## src/rtl/hnoc_pkg.sv

```systemverilog
// hnoc_pkg: shared flit layout, default widths and flit helpers for the hierarchical NoC.
package hnoc_pkg;

  localparam int DATA_WIDTH    = 32;
  localparam int ADDR_WIDTH    = 3;
  localparam int PAYLOAD_WIDTH = DATA_WIDTH - ADDR_WIDTH;
  localparam int DEST_MSB      = DATA_WIDTH - 1;
  localparam int DEST_LSB      = DATA_WIDTH - ADDR_WIDTH;
  localparam int CNT_WIDTH     = 8;

  typedef logic [DATA_WIDTH-1:0]    flit_t;
  typedef logic [ADDR_WIDTH-1:0]    dest_t;
  typedef logic [PAYLOAD_WIDTH-1:0] payload_t;

  // Destination sits in the top bits; the payload travels unmodified below it.
  function automatic flit_t flit_pack(input dest_t dest, input payload_t payload);
    return {dest, payload};
  endfunction

  function automatic dest_t flit_dest(input flit_t flit);
    return flit[DEST_MSB -: ADDR_WIDTH];
  endfunction

endpackage

```

## src/rtl/hnoc_pe_adapter_if.sv

```systemverilog
// hnoc_pe_adapter_if: PE-side and switch-side valid/ready channels of one leaf adapter.
interface hnoc_pe_adapter_if
  import hnoc_pkg::*;
#(
  parameter int DataWidth = DATA_WIDTH,
  parameter int AddrWidth = ADDR_WIDTH
);

  localparam int PayloadWidth = DataWidth - AddrWidth;

  logic [PayloadWidth-1:0] i_pe_tx_payload;
  logic [AddrWidth-1:0]    i_pe_tx_dest;
  logic                    i_pe_tx_valid;
  logic                    o_pe_tx_ready;

  logic [DataWidth-1:0]    o_noc_data;
  logic                    o_noc_data_valid;
  logic                    i_noc_data_ready;

  logic [DataWidth-1:0]    i_noc_data;
  logic                    i_noc_data_valid;
  logic                    o_noc_data_ready;

  logic [PayloadWidth-1:0] o_pe_rx_payload;
  logic                    o_pe_rx_src_ok;
  logic                    o_pe_rx_valid;
  logic                    i_pe_rx_ready;

  logic [CNT_WIDTH-1:0]    o_misroute_cnt;

  // Adapter view.
  modport slave (
    input  i_pe_tx_payload, i_pe_tx_dest, i_pe_tx_valid,
    output o_pe_tx_ready,
    output o_noc_data, o_noc_data_valid,
    input  i_noc_data_ready,
    input  i_noc_data, i_noc_data_valid,
    output o_noc_data_ready,
    output o_pe_rx_payload, o_pe_rx_src_ok, o_pe_rx_valid,
    input  i_pe_rx_ready,
    output o_misroute_cnt
  );

  // PE + switch (environment) view.
  modport master (
    output i_pe_tx_payload, i_pe_tx_dest, i_pe_tx_valid,
    input  o_pe_tx_ready,
    input  o_noc_data, o_noc_data_valid,
    output i_noc_data_ready,
    output i_noc_data, i_noc_data_valid,
    input  o_noc_data_ready,
    input  o_pe_rx_payload, o_pe_rx_src_ok, o_pe_rx_valid,
    output i_pe_rx_ready,
    input  o_misroute_cnt
  );

endinterface

```

## src/rtl/hnoc_sync_fifo.sv

```systemverilog
// hnoc_sync_fifo: single-clock FIFO with extended pointers; head is read straight from storage.
module hnoc_sync_fifo #(
  parameter int Width = 32,
  parameter int Depth = 4
) (
  input  logic             i_clk,
  input  logic             i_reset,
  input  logic             i_push,
  input  logic [Width-1:0] i_data,
  input  logic             i_pop,
  output logic             o_full,
  output logic             o_empty,
  output logic [Width-1:0] o_head
);

  localparam int IdxW = $clog2(Depth);
  localparam int PtrW = IdxW + 1;

  logic [Width-1:0] mem_q [Depth];
  logic [PtrW-1:0]  wr_ptr_q, wr_ptr_d;
  logic [PtrW-1:0]  rd_ptr_q, rd_ptr_d;
  logic             do_push, do_pop;

  always_comb begin
    do_push  = i_push && !o_full;
    do_pop   = i_pop && !o_empty;
    wr_ptr_d = wr_ptr_q + PtrW'(do_push);
    rd_ptr_d = rd_ptr_q + PtrW'(do_pop);
  end

  always_ff @(posedge i_clk) begin
    if (!i_reset) begin
      wr_ptr_q <= '0;
      rd_ptr_q <= '0;
    end else begin
      wr_ptr_q <= wr_ptr_d;
      rd_ptr_q <= rd_ptr_d;
    end
  end

  // NOTE: storage has no reset; the pointers alone define which entries are live.
  always_ff @(posedge i_clk) begin
    if (do_push) mem_q[wr_ptr_q[IdxW-1:0]] <= i_data;
  end

  // Pointers carry one extra wrap bit so full and empty stay distinguishable.
  assign o_empty = (wr_ptr_q == rd_ptr_q);
  assign o_full  = (wr_ptr_q[PtrW-1] != rd_ptr_q[PtrW-1]) &&
                   (wr_ptr_q[IdxW-1:0] == rd_ptr_q[IdxW-1:0]);
  assign o_head  = mem_q[rd_ptr_q[IdxW-1:0]];

endmodule

```

## src/rtl/hnoc_pe_adapter.sv

```systemverilog
// hnoc_pe_adapter: PE <-> leaf-port network interface with flit buffering, address filtering and
// a saturating misroute counter. Define HNOC_LOOPBACK_EN to send self-addressed TX flits straight to RX.
module hnoc_pe_adapter
  import hnoc_pkg::*;
#(
  parameter int DataWidth = DATA_WIDTH,
  parameter int AddrWidth = ADDR_WIDTH,
  parameter int MyAddr    = 0,
  parameter int FifoDepth = 4
) (
  input logic              i_clk,
  input logic              i_reset,
  hnoc_pe_adapter_if.slave bus
);

  localparam int PayloadWidth = DataWidth - AddrWidth;

  logic                 rdy_en_q, rdy_en_d;
  logic [CNT_WIDTH-1:0] misroute_cnt_q, misroute_cnt_d;

  logic                 tx_push, tx_pop, tx_full, tx_empty;
  logic [DataWidth-1:0] tx_flit, tx_head;
  logic                 rx_push, rx_pop, rx_full, rx_empty;
  logic [DataWidth-1:0] rx_wdata, rx_head;

  logic                 pe_tx_ready, pe_tx_xfer;
  logic                 noc_in_ready, noc_in_xfer;
  logic                 rx_local, rx_deliver, rx_drop;
`ifdef HNOC_LOOPBACK_EN
  logic                 tx_self;
`endif

  // NOTE: every always_comb output gets a value before any branch, so no latch can form.
  always_comb begin
    rdy_en_d     = 1'b1;
    tx_flit      = flit_pack(bus.i_pe_tx_dest, bus.i_pe_tx_payload);
    noc_in_ready = rdy_en_q && !rx_full;
    noc_in_xfer  = bus.i_noc_data_valid && noc_in_ready;
`ifdef HNOC_LOOPBACK_EN
    // A self-addressed flit shares the RX write port with the network; the network wins.
    tx_self      = (bus.i_pe_tx_dest == AddrWidth'(MyAddr));
    pe_tx_ready  = rdy_en_q && (tx_self ? (!rx_full && !noc_in_xfer) : !tx_full);
    pe_tx_xfer   = bus.i_pe_tx_valid && pe_tx_ready;
    tx_push      = pe_tx_xfer && !tx_self;
    rx_push      = noc_in_xfer || (pe_tx_xfer && tx_self);
    rx_wdata     = noc_in_xfer ? bus.i_noc_data : tx_flit;
`else
    pe_tx_ready  = rdy_en_q && !tx_full;
    pe_tx_xfer   = bus.i_pe_tx_valid && pe_tx_ready;
    tx_push      = pe_tx_xfer;
    rx_push      = noc_in_xfer;
    rx_wdata     = bus.i_noc_data;
`endif
    tx_pop       = !tx_empty && bus.i_noc_data_ready;

    // A foreign head is dropped unconditionally, one per cycle, without a PE handshake.
    rx_local     = (flit_dest(rx_head) == AddrWidth'(MyAddr));
    rx_deliver   = !rx_empty && rx_local;
    rx_drop      = !rx_empty && !rx_local;
    rx_pop       = rx_drop || (rx_deliver && bus.i_pe_rx_ready);

    misroute_cnt_d = misroute_cnt_q;
    if (rx_drop && (misroute_cnt_q != '1)) misroute_cnt_d = misroute_cnt_q + CNT_WIDTH'(1);
  end

  // Readies stay low through reset and rise on the first edge that sees reset released.
  always_ff @(posedge i_clk) begin
    if (!i_reset) begin
      rdy_en_q       <= 1'b0;
      misroute_cnt_q <= '0;
    end else begin
      rdy_en_q       <= rdy_en_d;
      misroute_cnt_q <= misroute_cnt_d;
    end
  end

  hnoc_sync_fifo #(
    .Width (DataWidth),
    .Depth (FifoDepth)
  ) u_tx_fifo (
    .i_clk   (i_clk),
    .i_reset (i_reset),
    .i_push  (tx_push),
    .i_data  (tx_flit),
    .i_pop   (tx_pop),
    .o_full  (tx_full),
    .o_empty (tx_empty),
    .o_head  (tx_head)
  );

  hnoc_sync_fifo #(
    .Width (DataWidth),
    .Depth (FifoDepth)
  ) u_rx_fifo (
    .i_clk   (i_clk),
    .i_reset (i_reset),
    .i_push  (rx_push),
    .i_data  (rx_wdata),
    .i_pop   (rx_pop),
    .o_full  (rx_full),
    .o_empty (rx_empty),
    .o_head  (rx_head)
  );

  assign bus.o_pe_tx_ready    = pe_tx_ready;
  assign bus.o_noc_data_ready = noc_in_ready;
  assign bus.o_noc_data_valid = !tx_empty;
  assign bus.o_noc_data       = tx_empty ? '0 : tx_head;
  assign bus.o_pe_rx_valid    = rx_deliver;
  assign bus.o_pe_rx_payload  = rx_deliver ? rx_head[PayloadWidth-1:0] : '0;
  assign bus.o_pe_rx_src_ok   = rx_deliver;
  assign bus.o_misroute_cnt   = misroute_cnt_q;

endmodule

```

## src/flat_wrapper.sv

```systemverilog
// flat-port wrapper written by rule: the top's interface ports become plain ports
module hnoc_pe_adapter_flat import hnoc_pkg::*;
#(
  parameter int DataWidth = DATA_WIDTH,
  parameter int AddrWidth = ADDR_WIDTH,
  parameter int MyAddr    = 0,
  parameter int FifoDepth = 4
)
  (i_clk, i_reset, bus_i_pe_tx_payload, bus_i_pe_tx_dest, bus_i_pe_tx_valid, bus_o_pe_tx_ready, bus_o_noc_data, bus_o_noc_data_valid, bus_i_noc_data_ready, bus_i_noc_data, bus_i_noc_data_valid, bus_o_noc_data_ready, bus_o_pe_rx_payload, bus_o_pe_rx_src_ok, bus_o_pe_rx_valid, bus_i_pe_rx_ready, bus_o_misroute_cnt);
  hnoc_pe_adapter_if #(.DataWidth(DataWidth), .AddrWidth(AddrWidth)) bus_i ();
  input logic i_clk;
  input logic i_reset;
  input wire logic [$bits(bus_i.i_pe_tx_payload)-1:0] bus_i_pe_tx_payload;
  input wire logic [$bits(bus_i.i_pe_tx_dest)-1:0] bus_i_pe_tx_dest;
  input wire logic [$bits(bus_i.i_pe_tx_valid)-1:0] bus_i_pe_tx_valid;
  output wire logic [$bits(bus_i.o_pe_tx_ready)-1:0] bus_o_pe_tx_ready;
  output wire logic [$bits(bus_i.o_noc_data)-1:0] bus_o_noc_data;
  output wire logic [$bits(bus_i.o_noc_data_valid)-1:0] bus_o_noc_data_valid;
  input wire logic [$bits(bus_i.i_noc_data_ready)-1:0] bus_i_noc_data_ready;
  input wire logic [$bits(bus_i.i_noc_data)-1:0] bus_i_noc_data;
  input wire logic [$bits(bus_i.i_noc_data_valid)-1:0] bus_i_noc_data_valid;
  output wire logic [$bits(bus_i.o_noc_data_ready)-1:0] bus_o_noc_data_ready;
  output wire logic [$bits(bus_i.o_pe_rx_payload)-1:0] bus_o_pe_rx_payload;
  output wire logic [$bits(bus_i.o_pe_rx_src_ok)-1:0] bus_o_pe_rx_src_ok;
  output wire logic [$bits(bus_i.o_pe_rx_valid)-1:0] bus_o_pe_rx_valid;
  input wire logic [$bits(bus_i.i_pe_rx_ready)-1:0] bus_i_pe_rx_ready;
  output wire logic [$bits(bus_i.o_misroute_cnt)-1:0] bus_o_misroute_cnt;
  assign bus_i.i_pe_tx_payload = bus_i_pe_tx_payload;
  assign bus_i.i_pe_tx_dest = bus_i_pe_tx_dest;
  assign bus_i.i_pe_tx_valid = bus_i_pe_tx_valid;
  assign bus_o_pe_tx_ready = bus_i.o_pe_tx_ready;
  assign bus_o_noc_data = bus_i.o_noc_data;
  assign bus_o_noc_data_valid = bus_i.o_noc_data_valid;
  assign bus_i.i_noc_data_ready = bus_i_noc_data_ready;
  assign bus_i.i_noc_data = bus_i_noc_data;
  assign bus_i.i_noc_data_valid = bus_i_noc_data_valid;
  assign bus_o_noc_data_ready = bus_i.o_noc_data_ready;
  assign bus_o_pe_rx_payload = bus_i.o_pe_rx_payload;
  assign bus_o_pe_rx_src_ok = bus_i.o_pe_rx_src_ok;
  assign bus_o_pe_rx_valid = bus_i.o_pe_rx_valid;
  assign bus_i.i_pe_rx_ready = bus_i_pe_rx_ready;
  assign bus_o_misroute_cnt = bus_i.o_misroute_cnt;
  hnoc_pe_adapter #(.DataWidth(DataWidth), .AddrWidth(AddrWidth), .MyAddr(MyAddr), .FifoDepth(FifoDepth)) u_core (.i_clk(i_clk), .i_reset(i_reset), .bus(bus_i));
endmodule
```

## config.mk

```make
export PLATFORM = sky130hd
export DESIGN_NAME = hnoc_pe_adapter_flat
export DESIGN_NICKNAME = d
export VERILOG_FILES = /design/src/rtl/hnoc_pkg.sv /design/src/rtl/hnoc_pe_adapter_if.sv /design/src/rtl/hnoc_sync_fifo.sv /design/src/rtl/hnoc_pe_adapter.sv /design/src/flat_wrapper.sv
export SDC_FILE = /design/constraint.sdc
export NUM_CORES = 1
export LEC_CHECK = 0
export BUFFER_PORTS_ARGS = -buffer_cell sky130_fd_sc_hd__buf_2
export CAP_MARGIN = 20
export CORE_MARGIN = 2
export CORE_UTILIZATION = 60
export CTS_BUF_LIST = sky130_fd_sc_hd__clkbuf_4 sky130_fd_sc_hd__clkbuf_8 sky130_fd_sc_hd__clkbuf_16
export DETAILED_ROUTE_END_ITERATION = 8
export GPL_TIMING_DRIVEN = 0
export PLACE_DENSITY = 0.81
export SETUP_SLACK_MARGIN = 0.5
export SYNTH_ARGS = -nofsm -noshare
export SYNTH_HDL_FRONTEND = slang
export SYNTH_SLANG_ARGS = --single-unit
```

## constraint.sdc

```tcl
create_clock -name i_clk -period 5.5 [get_ports i_clk]
set_clock_uncertainty 0.15 [all_clocks]
set_input_delay 1.1 -clock i_clk [delete_from_list [all_inputs] [get_ports i_clk]]
set_output_delay 1.1 -clock i_clk [all_outputs]
set_load 0.005 [all_outputs]
```

== Word level (Yosys, flattened, before mapping) ==
Memory sizes are Yosys's and may differ from the RTL's. A register that Yosys moved wholly into a read port is not among the register bits.
Cells that the tools add are included.
Storage, ports and cells
  input port bits: 70
  memory bits (writable): 256
  memories: 2
  output and inout port bits: 74
  register bits after elaboration: 21
Cells by class
  add/subtract/negate cells: 5
  mux-type cells: 9
  equal/unequal tests: 7
  reductions and logical operators: 22
Memories
  u_core.u_rx_fifo.mem_q: depth 4, bits a word 32, read ports 1, clocked after Yosys merged registers in 1, write ports 1, line hnoc_sync_fifo.sv:19  | logic [Width-1:0] mem_q [Depth];
  u_core.u_tx_fifo.mem_q: depth 4, bits a word 32, read ports 1, clocked after Yosys merged registers in 1, write ports 1, line hnoc_sync_fifo.sv:19
Operators with widths (number)
  $mux W32: 1
  $mux W29: 1
  $logic_and A1 B1 Y1: 15
  $add A3 B1 Y3: 4
  $add A8 B1 Y8 const B: 1
  $ne A8 B8 Y1 const B: 1
  $eq A3 B3 Y1: 2
  $logic_not A1 Y1: 5
  $mux W1: 5
  $eq A2 B2 Y1: 2
  $mux W2: 2
  $logic_not A3 Y1: 1
  $ne A1 B1 Y1: 2
  $logic_or A1 B1 Y1: 1

== Depth between registers and ports, before layout ==
Gate-level depths: netlist (run 1).
  word-level depth: 8
  depth in mapped cells: 9
  mapped depth without buffers: 7

== Hierarchy ==
From an unflattened synthesis (run 1), not the netlist that was laid out.
Second synthesis, totals
  cells, all modules: 532
  area, all modules: 10931.7 sq um
Modules (own cells, without submodules)
  hnoc_sync_fifo (u_core.u_tx_fifo): cells each 204, area each 5018.6 sq um, sequential area each 3963.8 sq um, times used 1
  hnoc_sync_fifo (u_core.u_rx_fifo): cells each 205, area each 4999.8 sq um, sequential area each 3963.8 sq um, times used 1
  hnoc_pe_adapter: cells each 123, area each 913.4 sq um, sequential area each 180.2 sq um, times used 1

== Least setup slack after synthesis (run 1) ==
OpenSTA, ideal clock, no wires.
  kind: input to register
  start: input port bus_i_noc_data_valid
  end: memory u_core.u_rx_fifo.mem_q[0][0] (enable)
  stages on the path: 3
  data required time: 4.925 ns
  data arrival time: 2.865 ns
  buffers on the path: 0
  slack: 2.060 ns
  cell sequence: and2_1 > nor2b_1 > nor2b_1
On the way
  cells in the longest elaborated chain, start to end: 4
Ends and longest elaborated chain
  start, declared: line flat_wrapper.sv:21  | input wire logic [$bits(bus_i.i_noc_data_valid)-1:0] bus_i_noc_data_valid;
  $logic_and A1 B1 Y1: line hnoc_pe_adapter.sv:38  | noc_in_xfer = bus.i_noc_data_valid && noc_in_ready;
  $logic_and A1 B1 Y1: line hnoc_sync_fifo.sv:25  | do_push = i_push && !o_full;
  $mux W1: line hnoc_sync_fifo.sv:43  | if (do_push) mem_q[wr_ptr_q[IdxW-1:0]] <= i_data;
  $mux W1 (not written as such): line hnoc_sync_fifo.sv:43
  end, declared: line hnoc_sync_fifo.sv:19
Every way passes these cells.

== Worst setup path in the final report (run 1) ==
  start: register u_core.u_tx_fifo.rd_ptr_q[1]
  end: output port bus_o_noc_data[27]
On the way
  cells in the longest elaborated chain, start to end: 2
Ends and longest elaborated chain
  start, declared: line hnoc_sync_fifo.sv:21  | logic [PtrW-1:0] rd_ptr_q, rd_ptr_d;
  start signal, assigned: line hnoc_sync_fifo.sv:37  | rd_ptr_q <= rd_ptr_d;
  $eq A3 B3 Y1: line hnoc_sync_fifo.sv:47  | assign o_empty = (wr_ptr_q == rd_ptr_q);
  $mux W32: line hnoc_pe_adapter.sv:108  | assign bus.o_noc_data = tx_empty ? '0 : tx_head;
  end, declared: line flat_wrapper.sv:17  | output wire logic [$bits(bus_i.o_noc_data)-1:0] bus_o_noc_data;
Every way passes these cells.

==> flow_summary.yaml, run 1 <==
setup_path:
  worstPathArrival_ns: 2.44
  critical_path.startpoint_type: "flop"
  criticalPathCategory: "flop to output port"
  required_ns: 4.25
  end_kind: "output port"
  worst-path-max-fanout: 10
sta:
  finalSetupViolations: 0
  maxSlewHeadroom_pct: 39.2
  hold_ws_ns: 0.370
  fin_setup_tns_ns: 0
  hold_violations: 0
  timing.fmax_mhz: 271
  rsz0062_at_grt: "no"
  period_share_pct: 67.1
  worst_pin_slew_ns: 0.911
  layout_min_cycle_time_ns: 3.69
  slew_violations: 0
clock_network:
  cts.sinks: 277
  postCtsSetupRepairBufs: 0
  path_clk_slew_ns: 0.06
  root_buffer: "clkbuf_16"
  hold_buffers: 0
  cts_tree: "done"
  cts_buffer_depth: 3
  insertion_delay_ns: 0.52
  htree_levels: 1
  cts_buffers: 27
  cts_resized: 0
floorplan:
  die_h_um: 138
  fp-row-count: 48
  die-area_mm2: 0.0190
  die_w_um: 138
  core_mm2: 0.0174
  io_pins: 144
  initial_utilization_pct: 61.8
flow_run:
  maxCapViolCount: 0
finish:
  drive_above_1_share_pct: 38.7
  syn_to_final_growth_pct: 18.5
  nets: 781
  fillers: 1033
yosys:
  synth-edff-count: 256
  syn-num-nets: 605
  synth.avg_cell_area_um2: 20.4
  yosysUniqueCellTypes: 40
  synth_cells: 526
  ys_seq_area_share_pct: 75.4
  yosysWarnings: 0
  ys_seq_elements: 277
  syn_area_mm2: 0.0108
  synthArstFlopShare_pct: 0
  synth_ff_type: "edfxtp_1"
detailed_routing:
  ant_nets: 0
  dr_total_vias: 5534
  via_per_inst: 5.83
  wl_per_cell_um: 21.1
  drt_iter0_markers: 378
  drt_wl_total_um: 20100
  drt_pre_antenna_iters: 5
  drc: 0
place:
  port_buffers: 143
  dp_hpwl_um: 12800
  place.gp.congestion: 0.790
outcome:
  status: "complete, no violations"
grt:
  grt_pass1_vias: 5788
  grt_pass1_wl_um: 30600
  grt_overflow: 0
  antenna_found_initial: 5
  grt_max_degree: 33
  grt_usage_pct: 21.6
pwr:
  power_w: 0.00497
  power.density_mw_per_mm2: 390
  peakVddDrop_mv: 0.360
  leakage_nw: 4.64
min_path:
  worstHoldPathType: "flop to flop"
==> critical path, cell delays in order (launching register included) <==
cell and delay [ns]:
dfxtp_1 0.31, clkbuf_2 0.18, xor2_1 0.21, nor3b_2 0.47, clkbuf_1 0.46, nor2b_1 0.14
buf_2 0.16
==> Yosys cell counts, drive strengths merged (2+ instances only) <==
master | n | share of area (%)
edfxtp | 256 | 71
mux4 | 61 | 13
nor2b | 37 | 2.2
and3 | 32 | 1.9
dfxtp | 21 | 3.9
and2 | 16 | 0.93
clkbuf | 15 | 0.54
buf | 12 | 0.72
nand2 | 12 | 0.42
ha | 9 | 1.0
xor2 | 7 | 0.57
inv | 5 | 0.17
mux2i | 5 | 0.47
nor2 | 4 | 0.14
nor3b | 4 | 0.43
nand2b | 3 | 0.17
nand3 | 3 | 0.14
nor3 | 3 | 0.19
nor4 | 3 | 0.31
o31a | 3 | 0.24
xnor2 | 3 | 0.24
nor4b | 2 | 0.30
==> stage by stage <==
stage | instance area (µm²) | util, % | setup WS, ns | std cells
4_1_cts | 12700 | 73.2 | 1.74 | 948
2_1_floorplan | 10800 | - | 2.06 | 526
6_report | 12700 | 73.2 | 1.81 | 949
3_5_place_dp | 11900 | 68.2 | 2.29 | 898
3_3_place_gp | 11800 | 67.5 | 0.922 | 894
5_1_grt | 12700 | 73.2 | 1.61 | 949
==> sequential cells by signal (all words and copies together), names as in the netlist <==
register / count
u_core.u_rx_fifo.mem_q: 128
u_core.u_rx_fifo.wr_ptr_q: 3
u_core.rdy_en_q: 1
u_core.u_rx_fifo.rd_ptr_q: 3
u_core.bus.o_misroute_cnt: 8
u_core.u_tx_fifo.rd_ptr_q: 3
u_core.u_tx_fifo.mem_q: 128
u_core.u_tx_fifo.wr_ptr_q: 3
==> power breakdown <==
group	switching, W	internal [W]
Sequential	0.0000261	0.00236
Clock	0.000745	0.00101
Combinational	0.000434	0.000399
Total	0.00121	0.00377
==> layer usage <==
metal | global-route usage (%) | share of wire (%) | wire [µm] | vias to the layer above
li1 | - | - | - | 2479
met1 | 26.9 | 38 | 7620 | 2814
met2 | 37.2 | 51 | 10300 | 190
met3 | 6.07 | 8.0 | 1600 | 45
met4 | 6.63 | 2.6 | 526 | 6
met5 | 0 | 0.12 | 25 | -
==> final cells by class <==
class,instances,area [µm²],area share (%)
Sequential cell,277,8110,63.6
Multi-Input combinational cell,217,2530,19.8
Timing Repair Buffer,147,811,6.36
Clock buffer,29,691,5.42
Tap cell,225,282,2.21
Clock inverter,21,169,1.33
Buffer,27,135,1.06
Inverter,5,18.8,0.147
Antenna cell,1,2.50,0.0196
==> cells by family after synthesis <==
group	synth area share [%]
AND/OR/NAND/NOR	7.18
adder cells (fa/ha/maj)	1.05
flip-flops	75.4
XOR/XNOR	0.814
multiplexers	13.2
AO/OA/AOI/OAI	0.919
buffers and inverters	1.43
==> cells in the final DEF, fill, tap and decap left out, types with 12 or more instances in the layout <==
master     instances
buf_2            151
clkbuf_16         27
and2_1            14
nand2_1           12
dfxtp_1           21
and3_1            30
clkbuf_1          14
edfxtp_1         256
nor2b_1           35
mux4_2            61
==> final timing paths <==
path / slack (ns) / endpoint / start / cells after the start
setup reg to reg: 2.82 / u_core.u_rx_fifo.mem_q[1][23] / u_core.u_rx_fifo.wr_ptr_q[0] / 5
hold / removal: 0.37 / u_core.bus.o_misroute_cnt[0] / u_core.bus.o_misroute_cnt[0] / 2
hold reg to reg: 0.37 / u_core.bus.o_misroute_cnt[0] / u_core.bus.o_misroute_cnt[0] / 2
setup / recovery: 1.81 / bus_o_noc_data[27] / u_core.u_tx_fifo.rd_ptr_q[1] / 6
Power figures use the tool's default switching activity.
==> run 2: changes to the inputs <==
Settings changed: ABC_AREA from default to 1, CORE_UTILIZATION 60 to 57, PLACE_DENSITY 0.81 to 0.77.
Clock period 5.5 ns to 3.7 ns, I/O delays scaled along.
==> run 2 against run 1 <==
Effect of this change:
- synthesized cell count is 74% higher
- non-clock buffer count is 26 higher
- combinational power is 84% higher
- sequential share of layout area is 2.6 points lower
- sequential cell count stayed put
- core utilization is 2.9 points lower
- power is 57% higher
- synthesized area is 3.0% higher
- global-route usage is 1.4 points higher
- critical path depth is 4 higher
- setup slack worse by 1.2 ns
==> flow_summary.yaml, run 2 <==
yosys:
  ys_seq_area_share_pct: 73.2
  synth_cells: 917
  synth-edff-count: 256
  synthArstFlopShare_pct: 0
  synth.area.top_cells: "edfxtp_1, nor2_1, dfxtp_1"
  ys_seq_elements: 277
  synth_ff_type: "edfxtp_1"
  synth_common_cells: "edfxtp_1, nor2_1, o21ai_0"
  syn_area_mm2: 0.0111
  synth.avg_cell_area_um2: 12.1
  yosys.area.top_type: "edfxtp_1"
  synth_most_common_cell: "edfxtp_1"
  yosysUniqueCellTypes: 25
  yosysWarnings: 0
  synth_top_area_share_pct: 69.4
  syn-num-nets: 996
setup_path:
  r2r_slack_ns: 1.11
  worstReg2RegEnd: "u_core.u_tx_fifo.mem_q[1][22]"
  startpoint: "u_core.u_rx_fifo.rd_ptr_q[0]"
  worstPathArrival_ns: 2.25
  r2r_cells: 9
  crit_end: "bus_o_pe_rx_payload[23]"
  required_ns: 2.81
  end_kind: "output port"
  critical_path.startpoint_type: "flop"
  reg2reg_from: "u_core.u_tx_fifo.rd_ptr_q[0]"
  worst-path-max-fanout: 10
  criticalPathCategory: "flop to output port"
clock_network:
  postCtsSetupRepairBufs: 0
  htree_levels: 1
  path_clk_slew_ns: 0.06
  cts_buffers: 27
  root_buffer: "clkbuf_16"
  hold_buffers: 0
  cts_resized: 0
  insertion_delay_ns: 0.52
  cts_tree: "done"
  cts_buffer_depth: 3
  cts.sinks: 277
finish:
  final_core_util_pct: 70.3
  multi_input_area_mm2: 0.00253
  fin_cells: 1379
  final_common_cell: "edfxtp_1"
  syn_to_final_growth_pct: 19.9
  drive_above_1_share_pct: 21.5
  seq_area_mm2: 0.00811
  nets: 1176
  fillers: 1293
  layout_common_cells: "edfxtp_1, nor2_1, buf_2"
grt:
  grt_overflow: 0
  grt_pass1_wl_um: 36400
  grt_max_degree: 25
  antenna_found_initial: 4
  grt_pass1_vias: 7305
  grt_usage_pct: 23.0
sta:
  slew_violations: 0
  rsz0062_at_grt: "yes"
  hold_violations: 0
  worst_pin_slew_ns: 0.629
  period_share_pct: 84.8
  hold_ws_ns: 0.275
  layout_min_cycle_time_ns: 3.14
  finalSetupViolations: 0
  timing.fmax_mhz: 319
  maxSlewHeadroom_pct: 58.0
detailed_routing:
  drt_wl_total_um: 23900
  via_per_inst: 5.46
  drt_pre_antenna_iters: 5
  ant_nets: 0
  dr_total_vias: 7523
  wl_per_cell_um: 17.3
  drc: 0
  drt_iter0_markers: 648
place:
  place.gp.congestion: 0.767
  dp.cells: 1328
  port_buffers: 143
  dp_hpwl_um: 15200
min_path:
  worstHoldPathType: "input pin to flop"
floorplan:
  fp-row-count: 50
  initial_utilization_pct: 58.6
  io_pins: 144
  die_w_um: 143
  core_mm2: 0.0189
  die_h_um: 143
  die-area_mm2: 0.0206
flow_run:
  maxCapViolCount: 0
pwr:
  leakage_nw: 5.29
  peakVddDrop_mv: 0.465
  power.density_mw_per_mm2: 589
outcome:
  status: "complete, no violations"
==> run 2: cell count changes in the layout (fill, tap and decap cells not counted), sizes merged, moves of 37 or more <==
cell / previous run / this run
inv: 6 / 69
o21ai: 1 / 90
mux4: 61 / 0
nand2: 12 / 80
nor2: 4 / 252
nor2b: 37 / 0
==> run 2: cell type report <==
class	count	area share, %
Antenna cell	2	0.0377
Buffer	49	1.97
Clock buffer	32	5.37
Clock inverter	17	1.37
Inverter	68	1.96
Multi-Input combinational cell	523	19.0
Sequential cell	277	61.1
Tap cell	260	2.45
Timing Repair Buffer	151	6.76
==> run 2: worst min path at each step <==
stage | startpoint | end | slack (ns) | cells after the start
after floorplan | u_core.u_tx_fifo.wr_ptr_q[2] | u_core.u_tx_fifo.wr_ptr_q[2] | 0.35 | 2
after global placement | u_core.u_tx_fifo.rd_ptr_q[2] | u_core.u_tx_fifo.rd_ptr_q[2] | 0.37 | 2
after detailed placement | u_core.u_tx_fifo.wr_ptr_q[2] | u_core.u_tx_fifo.wr_ptr_q[2] | 0.39 | 2
after CTS | i_reset | u_core.rdy_en_q | 0.26 | 1
after global routing | i_reset | u_core.rdy_en_q | 0.26 | 1
final | i_reset | u_core.rdy_en_q | 0.27 | 1
==> run 2: kinds of logic (layout without fill, tap and decap cells) <==
| group | after synthesis | after routing | share of synthesized area (%) |
|---|---|---|---|
| AOI/OAI and AO/OA | 153 | 153 | 8.02 |
| DFF | 277 | 277 | 73.2 |
| xor gates and xnor gates | 10 | 10 | 0.791 |
| and+or+nand+nor | 351 | 351 | 12.4 |
| adders and majority gates | 9 | 9 | 1.02 |
| buffers and inverters | 117 | 317 | 4.53 |
| other | 0 | 2 | 0 |
==> run 2: where the power goes <==
part / internal (W) / switching, W
clock: 0.00165 / 0.00109
sequential: 0.00351 / 0.0000441
combinational: 0.000535 / 0.000991
total: 0.00570 / 0.00213
==> run 2: through the flow <==
stage	power [W]	instance area (µm²)	setup slack [ns]	TNS, ns
after CTS	0.00783	13300	0.563	0
after global routing	0.00815	13300	0.448	0
after floorplan	0.00454	11100	0.734	0
after global placement	0.00507	12100	-0.582	-92.58
final	0.00782	13300	0.564	0
after detailed placement	0.00512	12400	1.10	0
==> run 2: routing by layer <==
layer / global-route usage, % / wire length, µm / part of all wire (%)
met5: 0 / 19 / 0.079
met4: 8.20 / 578 / 2.4
met3: 4.17 / 2100 / 8.8
met2: 39.5 / 11900 / 50
met1: 29.5 / 9360 / 39
==> run 2: worst max-delay path, cell delays in order, from the launching register on <==
cell and delay [ns]:
dfxtp_1 0.35, buf_6 0.16, inv_6 0.05, buf_6 0.14, nor2_1 0.08, nand2_1 0.07, nand3_2 0.08, nand3_1 0.15
buf_4 0.22, a21oi_1 0.26, buf_2 0.17
